$ cat config.mk
export PLATFORM = sky130hd
export DESIGN_NAME = parking_gate_ctrl
export DESIGN_NICKNAME = d
export VERILOG_FILES = /design/src/rtl/parking_gate_pkg.sv /design/src/rtl/gate_lane.sv /design/src/rtl/parking_gate_ctrl.sv
export SDC_FILE = /design/constraint.sdc
export NUM_CORES = 1
export LEC_CHECK = 0
export CAP_MARGIN = 30
export CORE_MARGIN = 2
export CORE_UTILIZATION = 40
export CTS_CLUSTER_SIZE = 8
export DETAILED_ROUTE_END_ITERATION = 12
export SLEW_MARGIN = 20
export SYNTH_ARGS = -nofsm -noshare
export SYNTH_HDL_FRONTEND = slang
export SYNTH_SLANG_ARGS = --single-unit
export TNS_END_PERCENT = 50
$ cat constraint.sdc
create_clock -name clk -period 2.9 [get_ports clk]
set_input_delay 0.29 -clock clk [delete_from_list [all_inputs] [get_ports clk]]
set_output_delay 0.29 -clock clk [all_outputs]
set_load 0.01 [all_outputs]
$ cat src/rtl/parking_gate_pkg.sv
// Shared lane-state encoding, lane output bundle and default timing constants
// for the parking gate controller.
package parking_gate_pkg;

  localparam int unsigned DEF_DEBOUNCE     = 4;
  localparam int unsigned DEF_OPEN_TIMEOUT = 1000;
  localparam int unsigned DEF_PULSE_CYCLES = 2;
  localparam int unsigned DEF_CLOSE_HOLD   = 8;
  localparam int unsigned DEF_CNT_W        = 16;
  localparam int unsigned REJECT_CNT_W     = 16;

  typedef enum logic [2:0] {
    IDLE    = 3'd0,
    OPEN    = 3'd1,
    PASSING = 3'd2,
    EVENT   = 3'd3,
    CLOSE   = 3'd4,
    REJECT  = 3'd5
  } lane_state_e;

  typedef struct packed {
    logic barrier;
    logic evt;
    logic is_uni;
    logic reject;
  } lane_out_t;

endpackage

$ cat src/rtl/gate_lane.sv
// One barrier lane: arrive/pass debouncers, badge qualification, barrier FSM
// and a shared saturating phase timer. All lane outputs are registered.
module gate_lane
  import parking_gate_pkg::*;
#(
  parameter int unsigned DEBOUNCE     = DEF_DEBOUNCE,
  parameter int unsigned OPEN_TIMEOUT = DEF_OPEN_TIMEOUT,
  parameter int unsigned PULSE_CYCLES = DEF_PULSE_CYCLES,
  parameter int unsigned CLOSE_HOLD   = DEF_CLOSE_HOLD,
  parameter int unsigned CNT_W        = DEF_CNT_W
) (
  input  logic      clk_i,
  input  logic      rst_i,
  input  logic      arrive_i,
  input  logic      pass_i,
  input  logic      badge_valid_i,
  input  logic      badge_is_uni_i,
  input  logic      uni_vac_i,
  input  logic      pub_vac_i,
  output lane_out_t lane_o
);

  // bit 0: arrive loop, bit 1: pass loop
  logic [1:0]            raw;
  logic [1:0]            deb_q, deb_d;
  logic [1:0][CNT_W-1:0] db_cnt_q, db_cnt_d;

  lane_state_e      state_q, state_d;
  logic [CNT_W-1:0] tmr_q, tmr_d, tmr_inc;
  logic             cls_q, cls_d;
  logic             pass_prev_q;
  logic             barrier_q, barrier_d;
  logic             evt_q, evt_d;
  logic             uni_q, uni_d;
  logic             rej_q, rej_d;
  logic             arrive, pass, pass_rise, pass_fall;

  assign raw = {pass_i, arrive_i};

  // Debounce: count consecutive disagreeing cycles, flip once the run is long enough.
  always_comb begin
    deb_d    = deb_q;
    db_cnt_d = '0;
    for (int i = 0; i < 2; i++) begin
      if (raw[i] != deb_q[i]) begin
        if ((db_cnt_q[i] + CNT_W'(1)) >= CNT_W'(DEBOUNCE)) begin
          deb_d[i] = raw[i];
        end else begin
          db_cnt_d[i] = db_cnt_q[i] + CNT_W'(1);
        end
      end
    end
  end

  always_ff @(posedge clk_i) begin
    if (rst_i) begin
      deb_q       <= '0;
      db_cnt_q    <= '0;
      pass_prev_q <= 1'b0;
    end else begin
      deb_q       <= deb_d;
      db_cnt_q    <= db_cnt_d;
      pass_prev_q <= deb_q[1];
    end
  end

  assign arrive    = deb_q[0];
  assign pass      = deb_q[1];
  assign pass_rise = pass & ~pass_prev_q;
  assign pass_fall = ~pass & pass_prev_q;
  assign tmr_inc   = (tmr_q == '1) ? tmr_q : tmr_q + CNT_W'(1);

  // Next-state and registered-output decode
  always_comb begin
    state_d   = state_q;
    tmr_d     = tmr_inc;
    cls_d     = cls_q;
    uni_d     = uni_q;
    barrier_d = 1'b0;
    evt_d     = 1'b0;
    rej_d     = 1'b0;

    case (state_q)
      IDLE: begin
        if (badge_valid_i && arrive) begin
          cls_d   = badge_is_uni_i;
          state_d = (badge_is_uni_i ? uni_vac_i : pub_vac_i) ? OPEN : REJECT;
        end
      end
      OPEN: begin
        if (pass_rise) begin
          state_d = PASSING;
        end else if (tmr_inc >= CNT_W'(OPEN_TIMEOUT)) begin
          state_d = CLOSE;
        end
      end
      PASSING: begin
        if (pass_fall) begin
          state_d = EVENT;
        end
      end
      EVENT: begin
        if (tmr_inc >= CNT_W'(PULSE_CYCLES)) begin
          state_d = CLOSE;
        end
      end
      CLOSE: begin
        if (tmr_inc >= CNT_W'(CLOSE_HOLD)) begin
          state_d = IDLE;
        end
      end
      REJECT: begin
        if (!arrive) begin
          state_d = IDLE;
        end
      end
      default: state_d = IDLE;
    endcase

    // Every phase measures its own duration from zero.
    if (state_d != state_q || state_d == IDLE) begin
      tmr_d = '0;
    end

    // Qualifier leads the pulse by the whole PASSING phase and holds through CLOSE.
    if (state_d == PASSING && state_q != PASSING) begin
      uni_d = cls_q;
    end
    if (state_d == IDLE) begin
      uni_d = 1'b0;
    end

    barrier_d = (state_d == OPEN) || (state_d == PASSING) || (state_d == EVENT);
    evt_d     = (state_d == EVENT);
    rej_d     = (state_d == REJECT);
  end

  always_ff @(posedge clk_i) begin
    if (rst_i) begin
      state_q   <= IDLE;
      tmr_q     <= '0;
      cls_q     <= 1'b0;
      uni_q     <= 1'b0;
      barrier_q <= 1'b0;
      evt_q     <= 1'b0;
      rej_q     <= 1'b0;
    end else begin
      state_q   <= state_d;
      tmr_q     <= tmr_d;
      cls_q     <= cls_d;
      uni_q     <= uni_d;
      barrier_q <= barrier_d;
      evt_q     <= evt_d;
      rej_q     <= rej_d;
    end
  end

  assign lane_o.barrier = barrier_q;
  assign lane_o.evt     = evt_q;
  assign lane_o.is_uni  = uni_q;
  assign lane_o.reject  = rej_q;

endmodule

$ cat src/rtl/parking_gate_ctrl.sv
// Parking lane controller top: entrance and exit gate_lane instances.
// Optional GATE_REJECT_CNT_EN adds a saturating reject_count output.
module parking_gate_ctrl
  import parking_gate_pkg::*;
#(
  parameter int unsigned DEBOUNCE     = DEF_DEBOUNCE,
  parameter int unsigned OPEN_TIMEOUT = DEF_OPEN_TIMEOUT,
  parameter int unsigned PULSE_CYCLES = DEF_PULSE_CYCLES,
  parameter int unsigned CLOSE_HOLD   = DEF_CLOSE_HOLD,
  parameter int unsigned CNT_W        = DEF_CNT_W
) (
  input  logic clk,
  input  logic rst,
  input  logic in_arrive,
  input  logic in_pass,
  input  logic in_badge_valid,
  input  logic in_badge_is_uni,
  input  logic out_arrive,
  input  logic out_pass,
  input  logic out_badge_valid,
  input  logic out_badge_is_uni,
  input  logic uni_is_vacated_space,
  input  logic is_vacated_space,
  output logic in_barrier_open,
  output logic out_barrier_open,
  output logic car_entered,
  output logic is_uni_car_entered,
  output logic car_exited,
  output logic is_uni_car_exited,
  output logic entry_reject
`ifdef GATE_REJECT_CNT_EN
  ,
  output logic [REJECT_CNT_W-1:0] reject_count
`endif
);

  lane_out_t in_lane;
  lane_out_t out_lane;
  logic      unused_exit_reject;

  gate_lane #(
    .DEBOUNCE     (DEBOUNCE),
    .OPEN_TIMEOUT (OPEN_TIMEOUT),
    .PULSE_CYCLES (PULSE_CYCLES),
    .CLOSE_HOLD   (CLOSE_HOLD),
    .CNT_W        (CNT_W)
  ) u_in_lane (
    .clk_i          (clk),
    .rst_i          (rst),
    .arrive_i       (in_arrive),
    .pass_i         (in_pass),
    .badge_valid_i  (in_badge_valid),
    .badge_is_uni_i (in_badge_is_uni),
    .uni_vac_i      (uni_is_vacated_space),
    .pub_vac_i      (is_vacated_space),
    .lane_o         (in_lane)
  );

  // Exit lane never rejects: vacancy tied high.
  gate_lane #(
    .DEBOUNCE     (DEBOUNCE),
    .OPEN_TIMEOUT (OPEN_TIMEOUT),
    .PULSE_CYCLES (PULSE_CYCLES),
    .CLOSE_HOLD   (CLOSE_HOLD),
    .CNT_W        (CNT_W)
  ) u_out_lane (
    .clk_i          (clk),
    .rst_i          (rst),
    .arrive_i       (out_arrive),
    .pass_i         (out_pass),
    .badge_valid_i  (out_badge_valid),
    .badge_is_uni_i (out_badge_is_uni),
    .uni_vac_i      (1'b1),
    .pub_vac_i      (1'b1),
    .lane_o         (out_lane)
  );

  assign in_barrier_open    = in_lane.barrier;
  assign car_entered        = in_lane.evt;
  assign is_uni_car_entered = in_lane.is_uni;
  assign entry_reject       = in_lane.reject;

  assign out_barrier_open   = out_lane.barrier;
  assign car_exited         = out_lane.evt;
  assign is_uni_car_exited  = out_lane.is_uni;
  assign unused_exit_reject = out_lane.reject;

`ifdef GATE_REJECT_CNT_EN
  logic                    rej_prev_q;
  logic [REJECT_CNT_W-1:0] rej_cnt_q, rej_cnt_d;

  // REJECT is only entered from IDLE, so each rise of entry_reject is one refusal.
  always_comb begin
    rej_cnt_d = rej_cnt_q;
    if (in_lane.reject && !rej_prev_q && (rej_cnt_q != '1)) begin
      rej_cnt_d = rej_cnt_q + REJECT_CNT_W'(1);
    end
  end

  always_ff @(posedge clk) begin
    if (rst) begin
      rej_prev_q <= 1'b0;
      rej_cnt_q  <= '0;
    end else begin
      rej_prev_q <= in_lane.reject;
      rej_cnt_q  <= rej_cnt_d;
    end
  end

  assign reject_count = rej_cnt_q;
`endif

endmodule

==> metrics.cfg <==
[worst_setup_path]
end_kind=flop
cp_cell_sequence=nand4_2 > buf_4 > o311ai_1 > o21ai_2 > nor4b_4 > a211oi_4 > a211o_1 > nor4b_4 > o221ai_4 > buf_12 > a21oi_1
reg2reg_depth=11
criticalPathCategory=flop to flop
reg2reg_from=u_in_lane.tmr_q[10]
worst_ep_arrival_time_ps=3120
crit_end=u_in_lane.tmr_q[15]
regToRegSetupSlack_ps=70
slowest_stage=dfxtp_2
start_kind=flop
cp_top_family=compound AO/OA/AOI/OAI gates
crit_required_ps=3190
cp.depth=11
critPathLaunch=u_in_lane.tmr_q[10]
worst-path-buf-inv=2
crit_top_cell=nor4b_4
slowest_delay_ps=390
timing.rr.end=u_in_lane.tmr_q[15]
cp_max_fo=16

[yosys]
synth_edf_count=0
ys_ff_latch=117
yosysSeqAreaShare=0.412
synth_area_leaders=dfxtp_1 41%, nor2_1 4.4%, nand2_1 3.2%
synth_area_sq_um=5690
synth-main-ff-cell=dfxtp_1
yosysWarnings=0
synthCells=641
postSynth.asyncResetShare=0
yosys.area.top_type_share=0.412
synth.largest_area_cell=dfxtp_1
ys_types=83
synth.avg_cell_area_sq_um=8.88

[global_routing]
grt_usage=0.166
grt_max_degree=23
grt_first_pass_wirelength_mm=20.1
grt_pass1_vias=4533
grt-ovfl-total=0
antenna_found_initial=0

[floorplanning]
dieWidth_microns=123
io_pins=19
dieHeight_microns=123
dieArea_sq_um=15200
rows=43
initial_core_util=0.410
core_sq_um=13900

[layout]
drive_above_1_share=0.172
synthToLayoutAreaGrowth_pct=25.8
diodes=0
num-nets-final=764

[pwr]
cellInternalPower_mw=3.07
swShare=0.213
p_switching_mw=0.829
power_frac_comb=0.044
ir_worst_vdd_uv=408
p_clk_frac=0.518
p_leak_nw=2.80
powerDensity_nw_per_um2=545
p_seq_frac=0.438
p_total_mw=3.90

[clock_network]
htree_levels=4
worstSkewPairLatency_ps=420
cts_root_buffer=clkbuf_16
cts_sinks=117
cts_buffer_depth=2
postCtsHoldBufs=0
cts_tree=built
clk_pin_slew_ps=50
cts-buffers-inserted=17

[timing]
period_share=0.977
finalMaxSlewViolations=0
hold_viol_final=0
max_freq_ghz=0.353
setup_viol=0
setup_slack_ps=66.6
max_slew.worst_pin.slew_ps=548
rsz0062_at_grt=true
max_slew_margin=0.630
clock-skew-final_ps=9.55
fin_crit_ps=2830

[drt]
num_vias=4901
firstDrtPassIters=5
drt_iter0_drc=234
routedWlPerCell_microns=12.9
drc=0
finalWirelength_mm=12.0
routed_via_density=5.25
ant_nets=0

[hold_path]
hp-class=flop to flop

[job]
drv_cap=0

[outcome]
status=completed

[placement]
place_ws_ps=-53.8
dp_hpwl_mm=8.46
port_buffers=18
gp_congestion=0.906

## layout make-up
class | count | area (sq um)
fillers | 1275 | 6720
well taps | 180 | 225
flip-flops and latches | 117 | 2350
inverters | 18 | 67.6
repair buffers | 50 | 445
multi-input cells | 538 | 3490
clock buffers | 23 | 478
clock inverters | 8 | 100
## cell usage in the layout, fill, tap and decap left out, drive strengths merged, types with 4 or more instances in the layout
| cell type | netlist | routed |
|---|---|---|
| dfxtp | 117 | 117 |
| nor2 | 76 | 76 |
| conb | 1 | 56 |
| nand2 | 49 | 49 |
| nand3 | 36 | 36 |
| nor3 | 34 | 34 |
| buf | 14 | 32 |
| a21oi | 32 | 32 |
| nand4 | 30 | 30 |
| o21ai | 26 | 26 |
| clkbuf | 9 | 23 |
| inv | 18 | 18 |
| clkdlybuf4s50 | 0 | 18 |
| and3 | 18 | 18 |
| xnor2 | 17 | 17 |
| mux2i | 13 | 13 |
| and4 | 12 | 12 |
| ha | 10 | 10 |
| nor4 | 10 | 10 |
| xor2 | 9 | 9 |
| a31oi | 8 | 8 |
| a211oi | 8 | 8 |
| nand3b | 6 | 6 |
| or2 | 6 | 6 |
| or3 | 6 | 6 |
| o21a | 6 | 6 |
| nor2b | 6 | 6 |
| nor3b | 5 | 5 |
| o211ai | 5 | 5 |
| clkinv | 0 | 5 |
| nand2b | 4 | 4 |
| a21o | 4 | 4 |
## metrics by stage
stage | TNS (ps) | hold slack (ps) | std cells | utilization | area (sq um)
finish | 0 | 475 | 934 | 0.516 | 7160
global route | -567 | 495 | 934 | 0.516 | 7160
CTS | 0 | 474 | 924 | 0.500 | 6940
detailed placement | -235 | 459 | 893 | 0.457 | 6350
global placement | 0 | 440 | 893 | 0.457 | 6350
floorplan | 0 | 426 | 696 | - | 5900
## worst min path at each step
stage	depth (start not counted)	slack, ps	to	from
global placement	1	440	u_out_lane.db_cnt_q[0]	u_out_lane.db_cnt_q[0]
detailed placement	1	460	u_in_lane.db_cnt_q[0]	u_in_lane.db_cnt_q[0]
finish	2	470	u_out_lane.tmr_q[1]	u_out_lane.tmr_q[1]
floorplan	2	430	u_in_lane.cls_q	in_badge_is_uni
CTS	1	470	u_in_lane.db_cnt_q[0]	u_in_lane.db_cnt_q[0]
global route	3	500	u_out_lane.cls_q	out_badge_is_uni
## layer usage
layer  track usage  wire, microns  vias up
met4        0.0817            302        0
met3        0.0503            479       20
met1         0.196           5440     2304
li1              -              -     2493
met5             0              0        -
met2         0.275           5800       84
## state kept, by name, indices dropped and copies added, names as in the netlist, 2 cells and up
register,flops
u_out_lane.tmr_q,16
u_in_lane.tmr_q,16
u_in_lane.state_q,3
u_in_lane.deb_q,2
u_out_lane.db_cnt_q,32
u_in_lane.db_cnt_q,32
u_out_lane.deb_q,2
u_out_lane.state_q,3
## power by group through the flow
stage	Clock (mW)	Combinational, mW	Sequential (mW)
after floorplan	0	0.116	1.73
after global placement	0	0.164	1.74
after detailed placement	0	0.166	1.74
after CTS	2.06	0.168	1.71
after global routing	2.15	0.194	1.72
final	2.02	0.172	1.71
## cell usage after synthesis, drive strengths merged (8+ instances only)
| cell type | instances |
|---|---|
| a211oi | 8 |
| a21oi | 32 |
| a31oi | 8 |
| and3 | 18 |
| and4 | 12 |
| buf | 14 |
| clkbuf | 9 |
| dfxtp | 117 |
| ha | 10 |
| inv | 18 |
| mux2i | 13 |
| nand2 | 49 |
| nand3 | 36 |
| nand4 | 30 |
| nor2 | 76 |
| nor3 | 34 |
| nor4 | 10 |
| o21ai | 26 |
| xnor2 | 17 |
| xor2 | 9 |
## cell families after synthesis
family | after synthesis | synth area share
other cells | 1 | 0.000659
simple gates | 306 | 0.305
buf+inv | 41 | 0.0372
compound gates | 125 | 0.157
flops | 117 | 0.412
mux | 15 | 0.0275
xor+xnor | 26 | 0.0400
fa+ha+maj | 10 | 0.0220
## repair_timing
item	4_1_cts	5_1_grt
gates resized for setup	2	35
pin swaps	0	17
endpoints found under the setup margin	14	39
setup buffers	0	10
## worst reg2reg max path, delay by kind of cell (launching register included)
kind,cells,cell delay (ps)
buffers and inverters,2,450
AOI/OAI and AO/OA,6,1160
and+or+nand+nor,3,720
DFF,1,390
No activity file was read; power rests on OpenSTA's default activity.
